`src/rtl/attr_port_sequencer.sv`:
```
// Round-robin sequencer sharing one 3-in/6-out port device among NREQ
// requesters: drive a triple, settle, sample, answer with the requester id.
module attr_port_sequencer #(
  parameter int NREQ = 4,
  parameter int SETTLE = 2,
  localparam int IW = (NREQ > 1) ? $clog2(NREQ) : 1
) (
  input  logic              clk,
  input  logic              rst,
  input  logic [NREQ-1:0]   req_valid,
  input  logic [3*NREQ-1:0] req_data,
  output logic [NREQ-1:0]   req_ready,
  output logic              dut_a,
  output logic              dut_b,
  output logic              dut_f,
  input  logic [5:0]        dut_out,
  output logic              rsp_valid,
  output logic [IW-1:0]     rsp_id,
  output logic [5:0]        rsp_data,
  output logic              busy
);

  localparam int CW = (SETTLE > 1) ? $clog2(SETTLE + 1) : 1;

  localparam logic [1:0] S_IDLE  = 2'd0;
  localparam logic [1:0] S_DRIVE = 2'd1;
  localparam logic [1:0] S_RESP  = 2'd2;

  if (SETTLE < 1) begin : g_bad_settle
    $error("attr_port_sequencer: SETTLE must be >= 1");
  end
  if (NREQ < 1) begin : g_bad_nreq
    $error("attr_port_sequencer: NREQ must be >= 1");
  end

  logic [1:0]    state_q, state_d;
  logic [IW-1:0] ptr_q, ptr_d;
  logic [CW-1:0] cnt_q, cnt_d;
  logic [2:0]    drv_q, drv_d;
  logic          rv_q, rv_d;
  logic [IW-1:0] id_q, id_d;
  logic [5:0]    dat_q, dat_d;

  logic          found;
  logic [IW-1:0] sel;
  logic [IW-1:0] idx;
  logic [IW-1:0] nxt;
  logic [2:0]    trip;

  // First valid requester at or above the pointer, wrapping mod NREQ
  always_comb begin
    found = 1'b0;
    sel   = '0;
    idx   = '0;
    for (int i = 0; i < NREQ; i++) begin
      idx = IW'((int'(ptr_q) + i) % NREQ);
      if (!found && req_valid[idx]) begin
        found = 1'b1;
        sel   = idx;
      end
    end
    trip = '0;
    for (int k = 0; k < NREQ; k++) begin
      if (IW'(k) == sel) trip = req_data[3*k +: 3];
    end
    nxt = (sel == IW'(NREQ - 1)) ? '0 : sel + 1'b1;
  end

  always_comb begin
    req_ready = '0;
    if (state_q == S_IDLE && found && !rst) begin
      req_ready[sel] = 1'b1;
    end
  end

  always_comb begin
    state_d = state_q;
    ptr_d   = ptr_q;
    cnt_d   = cnt_q;
    drv_d   = drv_q;
    rv_d    = rv_q;
    id_d    = id_q;
    dat_d   = dat_q;
    unique case (1'b1)
      state_q == S_IDLE: begin
        if (found) begin
          drv_d   = trip;
          id_d    = sel;
          cnt_d   = CW'(SETTLE - 1);
          ptr_d   = nxt;
          state_d = S_DRIVE;
        end
      end
      state_q == S_DRIVE: begin
        if (cnt_q == '0) begin
          dat_d   = dut_out;
          rv_d    = 1'b1;
          state_d = S_RESP;
        end else begin
          cnt_d = cnt_q - 1'b1;
        end
      end
      default: begin
        rv_d    = 1'b0;
        state_d = S_IDLE;
      end
    endcase
  end

  always_ff @(posedge clk) begin
    if (rst) begin
      state_q <= S_IDLE;
      ptr_q   <= '0;
      cnt_q   <= '0;
      drv_q   <= '0;
      rv_q    <= 1'b0;
      id_q    <= '0;
      dat_q   <= '0;
    end else begin
      state_q <= state_d;
      ptr_q   <= ptr_d;
      cnt_q   <= cnt_d;
      drv_q   <= drv_d;
      rv_q    <= rv_d;
      id_q    <= id_d;
      dat_q   <= dat_d;
    end
  end

  assign dut_a     = drv_q[2];
  assign dut_b     = drv_q[1];
  assign dut_f     = drv_q[0];
  assign rsp_valid = rv_q;
  assign rsp_id    = id_q;
  assign rsp_data  = dat_q;
  assign busy      = (state_q != S_IDLE);

endmodule

```
`config.mk`:
```
export PLATFORM = sky130hd
export DESIGN_NAME = attr_port_sequencer
export DESIGN_NICKNAME = d
export VERILOG_FILES = /design/src/rtl/attr_port_sequencer.sv
export SDC_FILE = /design/constraint.sdc
export NUM_CORES = 1
export LEC_CHECK = 0
export CAP_MARGIN = 10
export CELL_PAD_IN_SITES_DETAIL_PLACEMENT = 0
export CELL_PAD_IN_SITES_GLOBAL_PLACEMENT = 1
export CORE_UTILIZATION = 43
export DETAILED_ROUTE_END_ITERATION = 16
export DONT_BUFFER_PORTS = 1
export PLACE_DENSITY = 0.8
export SLEW_MARGIN = 30
export SYNTH_ARGS = -nofsm -noshare
export SYNTH_HDL_FRONTEND = slang
export SYNTH_SLANG_ARGS = --single-unit
```
`constraint.sdc`:
```
create_clock -name clk -period 2.1 [get_ports clk]
set_input_delay 0.21 -clock clk [delete_from_list [all_inputs] [get_ports clk]]
set_output_delay 0.21 -clock clk [all_outputs]
set_load 0.03 [all_outputs]
```
==> results of run 1 <==
[repair_timing]
item                                    CTS  global route
endpoints found under the hold margin    15             1
endpoints found under the setup margin    5             5
hold buffers                              1             1
pin swaps                                 0             1
gates resized for setup                   4             6
buffers inserted                          0             1
[metal layers]
layer	track usage	up-vias	routed length (um)
li1	-	370	-
met1	0.207	325	814
met2	0.228	19	885
met3	0.0530	2	87
met4	0.0441	0	19
met5	0	-	0
[power groups by stage]
stage,Clock (mW),Combinational (mW),Sequential (mW)
final,0.162,0.376,0.506
after global routing,0.183,0.423,0.510
after CTS,0.169,0.351,0.506
after detailed placement,0,0.333,0.513
after global placement,0,0.325,0.513
after floorplan,0,0.302,0.502
[area by class of cell]
class	instances	area, um2	share of cell area
flip-flops and latches	18	360	0.343
multi-input cells	76	579	0.552
clock buffers	3	22.5	0.0215
inverters	7	26.3	0.0250
repair buffers	3	27.5	0.0262
well taps	27	33.8	0.0322
[sequential cells by signal, summed over array words and instances (netlist names)]
signal and flops:
rsp_data 6, drv_q 3, cnt_q 2, ptr_q 2, rsp_id 2, state_q 2, rsp_valid 1
[cell usage after synthesis, drive strengths merged]
cell	instances	area (um2)
o32ai	1	8.76
a31oi	1	6.26
nor3	4	25.0
clkbuf	3	11.3
inv	7	26.3
nand2b	3	18.8
a21oi	9	45.0
or3b	1	8.76
nor2	15	56.3
ha	5	62.6
mux2i	6	60.1
o31ai	1	7.51
nor3b	1	7.51
nand2	3	11.3
nand3b	6	45.0
a211oi	3	37.5
buf	2	16.3
o41ai	1	16.3
nor2b	3	18.8
a21o	2	15.0
and2	4	25.0
o21a	1	7.51
dfxtp	18	360
nor4	1	12.5
or2	2	17.5
a221oi	3	26.3
[path summary, 6_finish.rpt]
kind,start,endpoint,cells past startpoint,slack (ps)
worst max-delay path,ptr_q[1],req_ready[2],5,90
worst min-delay path,rst,rsp_id[1],1,20
worst max register to register,ptr_q[0],drv_q[1],8,180
worst min register to register,cnt_q[0],cnt_q[0],2,480
[cell families after synthesis]
group           Yosys count
buf+inv                  12
fa+ha+maj                 5
simple gates             43
flops                    18
mux                       6
compound gates           22
[metrics by stage]
stage,area (um2),setup WS (ps),util,hold WS [ps],instances
after floorplan,953,250,-,354,106
after global placement,960,93.0,0.475,282,128
after detailed placement,960,-12.5,0.475,284,128
after CTS,1010,27.7,0.499,5.80,132
after global routing,1050,-14.5,0.519,4.73,134
final,1050,94.9,0.519,17.0,134
[critical path: stages, from the launching register on]
cell and delay [ps]:
dfxtp_1 410, a21oi_1 100, o32ai_2 340, inv_1 160, ha_2 250, and2_2 250
==> key figures, run 1 <==
Job
  • Max-cap violation count: 0

Setup path
  • Worst Path Arrival: 1800 ps
  • CP endpoint kind: output port
  • Critical path required time: 1890 ps
  • Crit-path max FO: 7
  • WS Path Type: reg2out
  • CP Launch Type: register

Timing
  • Final worst-path cycle share: 0.955
  • Final Hold Vio Count: 0
  • Rel. slew slack: 0.630
  • Post-layout minimum cycle time: 2010 ps
  • Fmax achieved: 499 MHz
  • Setup TNS: 0 ps
  • Final setup viols: 0
  • Worst slew pin tran: 553 ps
  • Slew Limit Fails: 0
  • Clock Skew: 7.96 ps

Power and ir drop
  • Clk pwr share: 0.156
  • Pwr dens: 995 nW/um2
  • Gate power share: 0.360
  • Share of power burned in registers: 0.484
  • VDD IR-drop max: 0.552 mV
  • Switching Share: 0.396
  • Int Power: 0.630 mW
  • Lkg Pwr: 0.443 nW
  • Total power: 1.04 mW
  • Switch Pwr: 0.414 mW

Synthesis
  • Cell variety after synth: 28
  • Main combinational cell family by area after synthesis: simple AND/OR/NAND/NOR gates
  • Syn_area_per_cell: 8.99 um2
  • Post-Syn Nets: 135
  • Yosys synthesis warning count: 0
  • Synth Area in Compound Gates: 0.178
  • Xor/xnor share of the synthesized area: 0
  • Syn Inst Count: 106
  • Synth Area in Adders: 0.0656
  • Post-Syn Area: 953 um2
  • Seq/Total Area, Yosys: 0.378
  • Flops & latches, synth: 18
  • Area share of and/or/nand/nor cells after synthesis: 0.259
  • Mux contribution to synthesized area: 0.0630

Global routing
  • First-pass GRT wire length: 2880 um
  • Number of global-route vias before repair: 671
  • GRT Overall Usage: 0.153
  • Antenna violations before repair: 0
  • Largest net degree at the start of global routing: 16
  • Global route overflow: 0

Routing
  • DRT Wirelength: 1810 um
  • Vias: 716
  • Post-DR vias/cell: 5.34
  • Post-route ant nets: 0
  • Wire per inst: 13.5 um
  • Residual DRC: 0
  • 1st-iter DRT viols: 14
  • Pre-antenna DRT Iters: 4

Clock network
  • CTS H-tree depth: 1
  • CTS root buffer: clkbuf_4
  • Worst-Skew Late Latency: 280 ps
  • CTS sink count: 18
  • Clk slew on worst S/H paths: 100 ps
  • CTS tree: yes
  • Max clock buf depth: 2
  • TritonCTS Buffers: 3

Finish
  • Proportion of layout cells with a drive suffix above 1: 0.196
  • Leading cell type in the layout, fill and taps excluded: dfxtp_1
  • Area grow syn2layout: 10.1%
  • Fin nets: 138
  • Inserted Diodes: 0
  • Filler cells: 204
  • Commonest non-fill, non-tap cells in the layout: dfxtp_1 (18), nor2_1 (15), a21oi_1 (9)

Die
  • Core area: 2020 um2
  • Row count: 16
  • Die Y: 49.1 um
  • # IOs: 41
  • Die area: 2410 um2
  • Initial core utilization: 0.472
  • Chip width: 49.1 um

Placed design
  • Hpwl dp: 1320 um
  • Routability cong.: 0.754
  • I/O Buffers: 0

Worst hold path
  • HP Class: in2reg

Outcome
  • Outcome: completed
Power figures use the tool's default switching activity.
==> run 2: changes to the inputs <==
CORE_MARGIN = 5   (was not set)
CORE_UTILIZATION = 39   (was 43)
PLACE_DENSITY = 0.77   (was 0.8)
RECOVER_POWER = 50   (was not set)
clock period = 1.8 ns   (was 2.1 ns; I/O delays follow)
==> key figures, run 2 (same netlist as run 1, synthesis figures left out) <==
Placed design
  • Routability cong.: 0.741 (was 0.754)
  • I/O Buffers: 0 (unchanged)
  • Hpwl dp: 1630 um (was 1320 um)
  • Placed cell area: 1030 um2 (was 960 um2)
  • Post-Place Cells: 139 (was 128)
  • Pre-CTS setup slack: -138 ps (was -12.5 ps)

Setup path
  • Worst path max stage delay: 380 ps (was 410 ps)
  • R2R cell count: 9 (was 8)
  • Reg2reg setup slack: -10 ps (was 180 ps)
  • R2r endpoint: drv_q[2] (was drv_q[1])
  • Reg2reg start: ptr_q[0] (unchanged)
  • CP endpoint kind: output port (unchanged)
  • WS Path Type: reg2out (unchanged)
  • CP Launch Type: register (unchanged)
  • Crit-path max FO: 7 (unchanged)
  • Cell Chain, Critical Path: nor2b_4, o21a_1, nor3_4, inv_2, ha_4, and2_4 (was a21oi_1, o32ai_2, inv_1, ha_2, and2_2)
  • Worst Path Arrival: 1640 ps (was 1800 ps)
  • Critical path required time: 1620 ps (was 1890 ps)
  • CP max stage cell: dfxtp_4 (was dfxtp_1)

Routing
  • Post-route ant nets: 0 (unchanged)
  • 1st-iter DRT viols: 26 (was 14)
  • Vias: 827 (was 716)
  • DRT Wirelength: 2310 um (was 1810 um)
  • Pre-antenna DRT Iters: 4 (unchanged)
  • Post-DR vias/cell: 5.51 (was 5.34)
  • Wire per inst: 15.4 um (was 13.5 um)
  • Residual DRC: 0 (unchanged)

Die
  • Die Y: 59.4 um (was 49.1 um)
  • Row count: 18 (was 16)
  • # IOs: 41 (unchanged)
  • Core area: 2410 um2 (was 2020 um2)
  • Initial core utilization: 0.396 (was 0.472)
  • Chip width: 59.4 um (was 49.1 um)
  • Die area: 3530 um2 (was 2410 um2)

Timing
  • Clock Skew: 4.94 ps (was 7.96 ps)
  • Rel. slew slack: 0.553 (was 0.630)
  • Worst slew pin tran: 668 ps (was 553 ps)
  • Setup ws final: -24.4 ps (was 94.9 ps)
  • Final setup viols: 3 (was 0)
  • Final Hold Vio Count: 0 (unchanged)
  • RSZ-0062 raised after global routing: yes
  • Setup TNS: -37.6 ps (was 0 ps)
  • Post-layout minimum cycle time: 1820 ps
  • Slew Limit Fails: 0 (unchanged)
  • Final worst-path cycle share: 1.01
  • Fmax achieved: 548 MHz

Finish
  • Area grow syn2layout: 32.7% (was 10.1%)
  • Leading cell type in the layout, fill and taps excluded: dfxtp_1 (unchanged)
  • Fin nets: 150 (was 138)
  • Max reg flops: 6 (unchanged)
  • Commonest non-fill, non-tap cells in the layout: dfxtp_1 (16), nor2_1 (14), buf_4 (11) (was dfxtp_1 (18), nor2_1 (15), a21oi_1 (9))
  • Final Cell Area: 1260 um2 (was 1050 um2)
  • Inserted Diodes: 0 (unchanged)
  • Final non-filler cell total: 150 (was 134)
  • Proportion of layout cells with a drive suffix above 1: 0.400 (was 0.196)

Outcome
  • Outcome: complete, but fails checks (was completed)
  • Failing checks: negative setup slack

Worst hold path
  • HP Start: dut_out[4] (was rst)
  • Hold-critical path depth: 2 (was 1)
  • Hold path endpoint: rsp_data[4] (was rsp_id[1])
  • HP Class: in2reg (unchanged)

Power and ir drop
  • Total power: 1.48 mW (was 1.04 mW)
  • Lkg Pwr: 0.534 nW (was 0.443 nW)
  • Pwr dens: 1170 nW/um2 (was 995 nW/um2)
  • VDD IR-drop max: 0.740 mV (was 0.552 mV)

Global routing
  • Antenna violations before repair: 0 (unchanged)
  • Routing usage on met3: 0.0436 (was 0.0530)
  • First-pass GRT wire length: 3490 um (was 2880 um)
  • Global-route met2 utilization: 0.234 (was 0.228)
  • Number of global-route vias before repair: 810 (was 671)
  • Grt met1 use: 0.140 (was 0.207)
  • GRT Overall Usage: 0.134 (was 0.153)
  • GR peak layer: met2 (unchanged)
  • Largest net degree at the start of global routing: 18 (was 16)
  • Global route overflow: 0 (unchanged)

Clock network
  • CTS H-tree depth: 1 (unchanged)
  • Clk slew on worst S/H paths: 100 ps (about the same)
  • CTS sink count: 18 (unchanged)
  • CTS tree: yes (unchanged)
  • Worst-Skew Late Latency: 290 ps (was 280 ps)
  • CTS root buffer: clkbuf_4 (unchanged)
  • TritonCTS Buffers: 3 (unchanged)
  • Max clock buf depth: 2 (unchanged)

Job
  • Max-cap violation count: 0 (unchanged)
-- run 2: cell count changes in the layout (fill, tap and decap cells not counted), sizes merged --
cell         change
dlygate4sd3      -1
buf             +12
clkbuf           +2
-- run 2: layer usage --
layer | routed length, um | part of all wire | up-vias
met5 | 0 | 0 | -
li1 | - | - | 397
met1 | 897 | 0.39 | 387
met3 | 243 | 0.11 | 4
met2 | 1120 | 0.49 | 39
met4 | 44 | 0.019 | 0
-- run 2: area by class of cell --
class / count / area [um2]
well taps: 30 / 37.5
multi-input cells: 76 / 681
repair buffers: 15 / 119
inverters: 7 / 26.3
flip-flops and latches: 18 / 365
clock buffers: 4 / 36.3
fillers: 236 / 1140
-- run 2: worst max path at each step --
stage	startpoint	end	slack, ps	cells after the start
after floorplan	ptr_q[0]	drv_q[0]	1	8
after global placement	ptr_q[0]	drv_q[2]	-70	8
after detailed placement	ptr_q[0]	drv_q[1]	-140	8
after CTS	ptr_q[0]	req_ready[1]	-10	5
after global routing	ptr_q[0]	drv_q[1]	-130	9
final	ptr_q[0]	req_ready[2]	-20	6
-- run 2: repair_timing --
| item | 4_1_cts | 5_1_grt |
|---|---|---|
| resized for setup | 28 | 8 |
| hold endpoints to repair | 17 | 0 |
| endpoints found under the setup margin | 7 | 7 |
| buffers inserted | 3 | 3 |
| pin swaps | 4 | 7 |
| hold buffers | 1 | 0 |
-- run 2: worst max-delay path, delay by kind of cell, from the launching register on --
kind | cells | cell delay [ps]
buffers and inverters | 1 | 110
adder cells (fa/ha/maj) | 1 | 210
flip-flops | 1 | 380
AND/OR/NAND/NOR | 3 | 460
AO/OA/AOI/OAI | 1 | 190
-- run 2: power breakdown --
| part | total [mW] | leakage (nW) | switching, mW | internal [mW] |
|---|---|---|---|---|
| Combinational | 0.638 | 0.364 | 0.314 | 0.324 |
| Sequential | 0.596 | 0.149 | 0.129 | 0.467 |
| Clock | 0.242 | 0.0210 | 0.119 | 0.123 |
| Total | 1.48 | 0.534 | 0.562 | 0.914 |
-- run 2: metrics by stage --
stage	hold slack, ps	utilization
floorplan	324	-
global placement	254	0.428
detailed placement	255	0.428
CTS	16.0	0.498
global route	41.4	0.525
finish	28.4	0.525
==> run 3: changes to the inputs <==
BUFFER_PORTS_ARGS = -buffer_cell sky130_fd_sc_hd__buf_2   (was not set)
CORE_UTILIZATION = 30   (was 39)
DONT_BUFFER_PORTS = not set   (was 1)
PLACE_DENSITY = 0.79   (was 0.77)
==> key figures, run 3 (same netlist as run 1, synthesis figures left out) <==
Global routing
  • Global route overflow: 0 (unchanged)
  • GRT Overall Usage: 0.123 (was 0.134)
  • First-pass GRT wire length: 4160 um (was 3490 um)
  • Antenna violations before repair: 0 (unchanged)
  • Largest net degree at the start of global routing: 22 (was 18)
  • Number of global-route vias before repair: 947 (was 810)

Placed design
  • Post-Place Cells: 197 (was 139)
  • I/O Buffers: 40 (was 0)
  • Placed cell area: 1280 um2 (was 1030 um2)
  • Hpwl dp: 1840 um (was 1630 um)
  • Routability cong.: 0.819 (was 0.741)

Die
  • Row count: 20 (was 18)
  • Chip width: 66.4 um (was 59.4 um)
  • Die Y: 66.4 um (was 59.4 um)
  • Core area: 3050 um2 (was 2410 um2)
  • Die area: 4410 um2 (was 3530 um2)
  • Initial core utilization: 0.312 (was 0.396)
  • # IOs: 41 (unchanged)

Timing
  • RSZ-0062 raised after global routing: yes (unchanged)
  • Final Hold Vio Count: 0 (unchanged)
  • Worst slew pin tran: 446 ps (was 668 ps)
  • Fmax achieved: 523 MHz (was 548 MHz)
  • Final worst-path cycle share: 1.06 (was 1.01)
  • Setup ws final: -113 ps (was -24.4 ps)
  • Post-layout minimum cycle time: 1910 ps (was 1820 ps)
  • Clock Skew: 3.73 ps (was 4.94 ps)
  • Slew Limit Fails: 0 (unchanged)
  • Rel. slew slack: 0.701 (was 0.553)
  • Final setup viols: 7 (was 3)

Routing
  • Post-route ant nets: 0 (unchanged)
  • 1st-iter DRT viols: 33 (was 26)
  • Post-DR vias/cell: 4.66 (was 5.51)
  • DRT Wirelength: 2620 um (was 2310 um)
  • Residual DRC: 0 (unchanged)
  • Wire per inst: 12.6 um (was 15.4 um)
  • Pre-antenna DRT Iters: 4 (unchanged)
  • Vias: 964 (was 827)

Power and ir drop
  • Gate power share: 0.552 (was 0.432)
  • Lkg Pwr: 0.691 nW (was 0.534 nW)
  • VDD IR-drop max: 0.513 mV (was 0.740 mV)
  • Clk pwr share: 0.119 (was 0.164)
  • Pwr dens: 1010 nW/um2 (was 1170 nW/um2)
  • Switching Share: 0.391 (was 0.381)
  • Int Power: 0.948 mW (was 0.914 mW)
  • Share of power burned in registers: 0.329 (was 0.404)
  • Switch Pwr: 0.608 mW (was 0.562 mW)

Clock network
  • CTS tree: yes (unchanged)
  • CTS root buffer: clkbuf_4 (unchanged)
  • TritonCTS Buffers: 3 (unchanged)
  • Max clock buf depth: 2 (unchanged)
  • Worst-Skew Late Latency: 280 ps (was 290 ps)
  • Clk slew on worst S/H paths: 90 ps (was 100 ps)
  • CTS H-tree depth: 1 (unchanged)
  • CTS sink count: 18 (unchanged)

Finish
  • Area grow syn2layout: 62.5% (was 32.7%)
  • Fin nets: 194 (was 150)
  • Proportion of layout cells with a drive suffix above 1: 0.509 (was 0.400)
  • Max reg flops: 6 (unchanged)
  • Inserted Diodes: 0 (unchanged)
  • Leading cell type in the layout, fill and taps excluded: buf_2 (was dfxtp_1)
  • Final non-filler cell total: 207 (was 150)
  • Final Cell Area: 1550 um2 (was 1260 um2)
  • Commonest non-fill, non-tap cells in the layout: buf_2 (24), dfxtp_1 (16), buf_4 (16) (was dfxtp_1 (16), nor2_1 (14), buf_4 (11))

Worst hold path
  • HP Class: in2reg (unchanged)

Setup path
  • Worst Path Arrival: 1730 ps (was 1640 ps)
  • WS Path Type: reg2out (unchanged)
  • Critical path required time: 1620 ps (about the same)
  • CP endpoint kind: output port (unchanged)
  • Crit-path max FO: 4 (was 7)
  • CP Launch Type: register (unchanged)

Outcome
  • Outcome: complete, but fails checks (unchanged)
  • Failing checks: negative setup slack (unchanged)

Job
  • Max-cap violation count: 0 (unchanged)
-- run 3: cell count changes in the layout (fill, tap and decap cells not counted), sizes merged --
cell / before / now
buf: 13 / 47
clkbuf: 5 / 15
dlygate4sd3: 1 / 0
-- run 3: worst max-delay path: stages (launching register included) --
cell	delay, ps
dfxtp_4	380
a21oi_4	60
o32ai_4	430
inv_2	120
ha_4	200
and2_4	130
buf_6	130
-- run 3: final cells by class --
| class | count | area, um2 |
|---|---|---|
| timing repair buffer | 59 | 364 |
| tap | 44 | 55.1 |
| multi-input combinational | 76 | 711 |
| fill | 291 | 1500 |
| inverter | 7 | 28.8 |
| sequential | 18 | 368 |
| clock buffer | 3 | 22.5 |
-- run 3: routing by layer --
metal,track usage,part of all wire
met5,0,0
met4,0.0711,0.0054
met3,0.0238,0.085
met2,0.211,0.49
met1,0.139,0.42
-- run 3: path summary, 6_finish.rpt --
path             endpoint  slack [ps]  startpoint  depth (start not counted)
max          req_ready[2]        -110    ptr_q[1]                          6
min           rsp_data[2]         130  dut_out[2]                          3
max reg2reg      drv_q[0]        -100    ptr_q[1]                          8
min reg2reg     rsp_valid         480   rsp_valid                          2
-- run 3: power by group through the flow --
stage | clock, mW | combinational (mW) | sequential [mW]
after global routing | 0.215 | 0.927 | 0.522
final | 0.186 | 0.859 | 0.512
after CTS | 0.201 | 0.827 | 0.509
after global placement | 0 | 0.617 | 0.506
after floorplan | 0 | 0.357 | 0.587
after detailed placement | 0 | 0.629 | 0.509
-- run 3: what timing repair did --
item / in CTS / in global routing
setup buffers: 8 / 0
hold buffers: 0 / 0
gates resized for setup: 41 / 7
pin swaps: 11 / 5
cloned: 0 / 0
endpoints found under the setup margin: 7 / 7
-- run 3: per-stage QoR --
stage / util / total power, mW / setup TNS, ps / setup WS [ps] / hold slack [ps]
after floorplan: - / 0.943 / 0 / 1.30 / 324
after global placement: 0.419 / 1.12 / -245 / -109 / 411
after detailed placement: 0.419 / 1.14 / -480 / -189 / 424
after CTS: 0.502 / 1.54 / -618 / -119 / 116
after global routing: 0.507 / 1.66 / -1390 / -250 / 121
final: 0.507 / 1.56 / -630 / -113 / 128
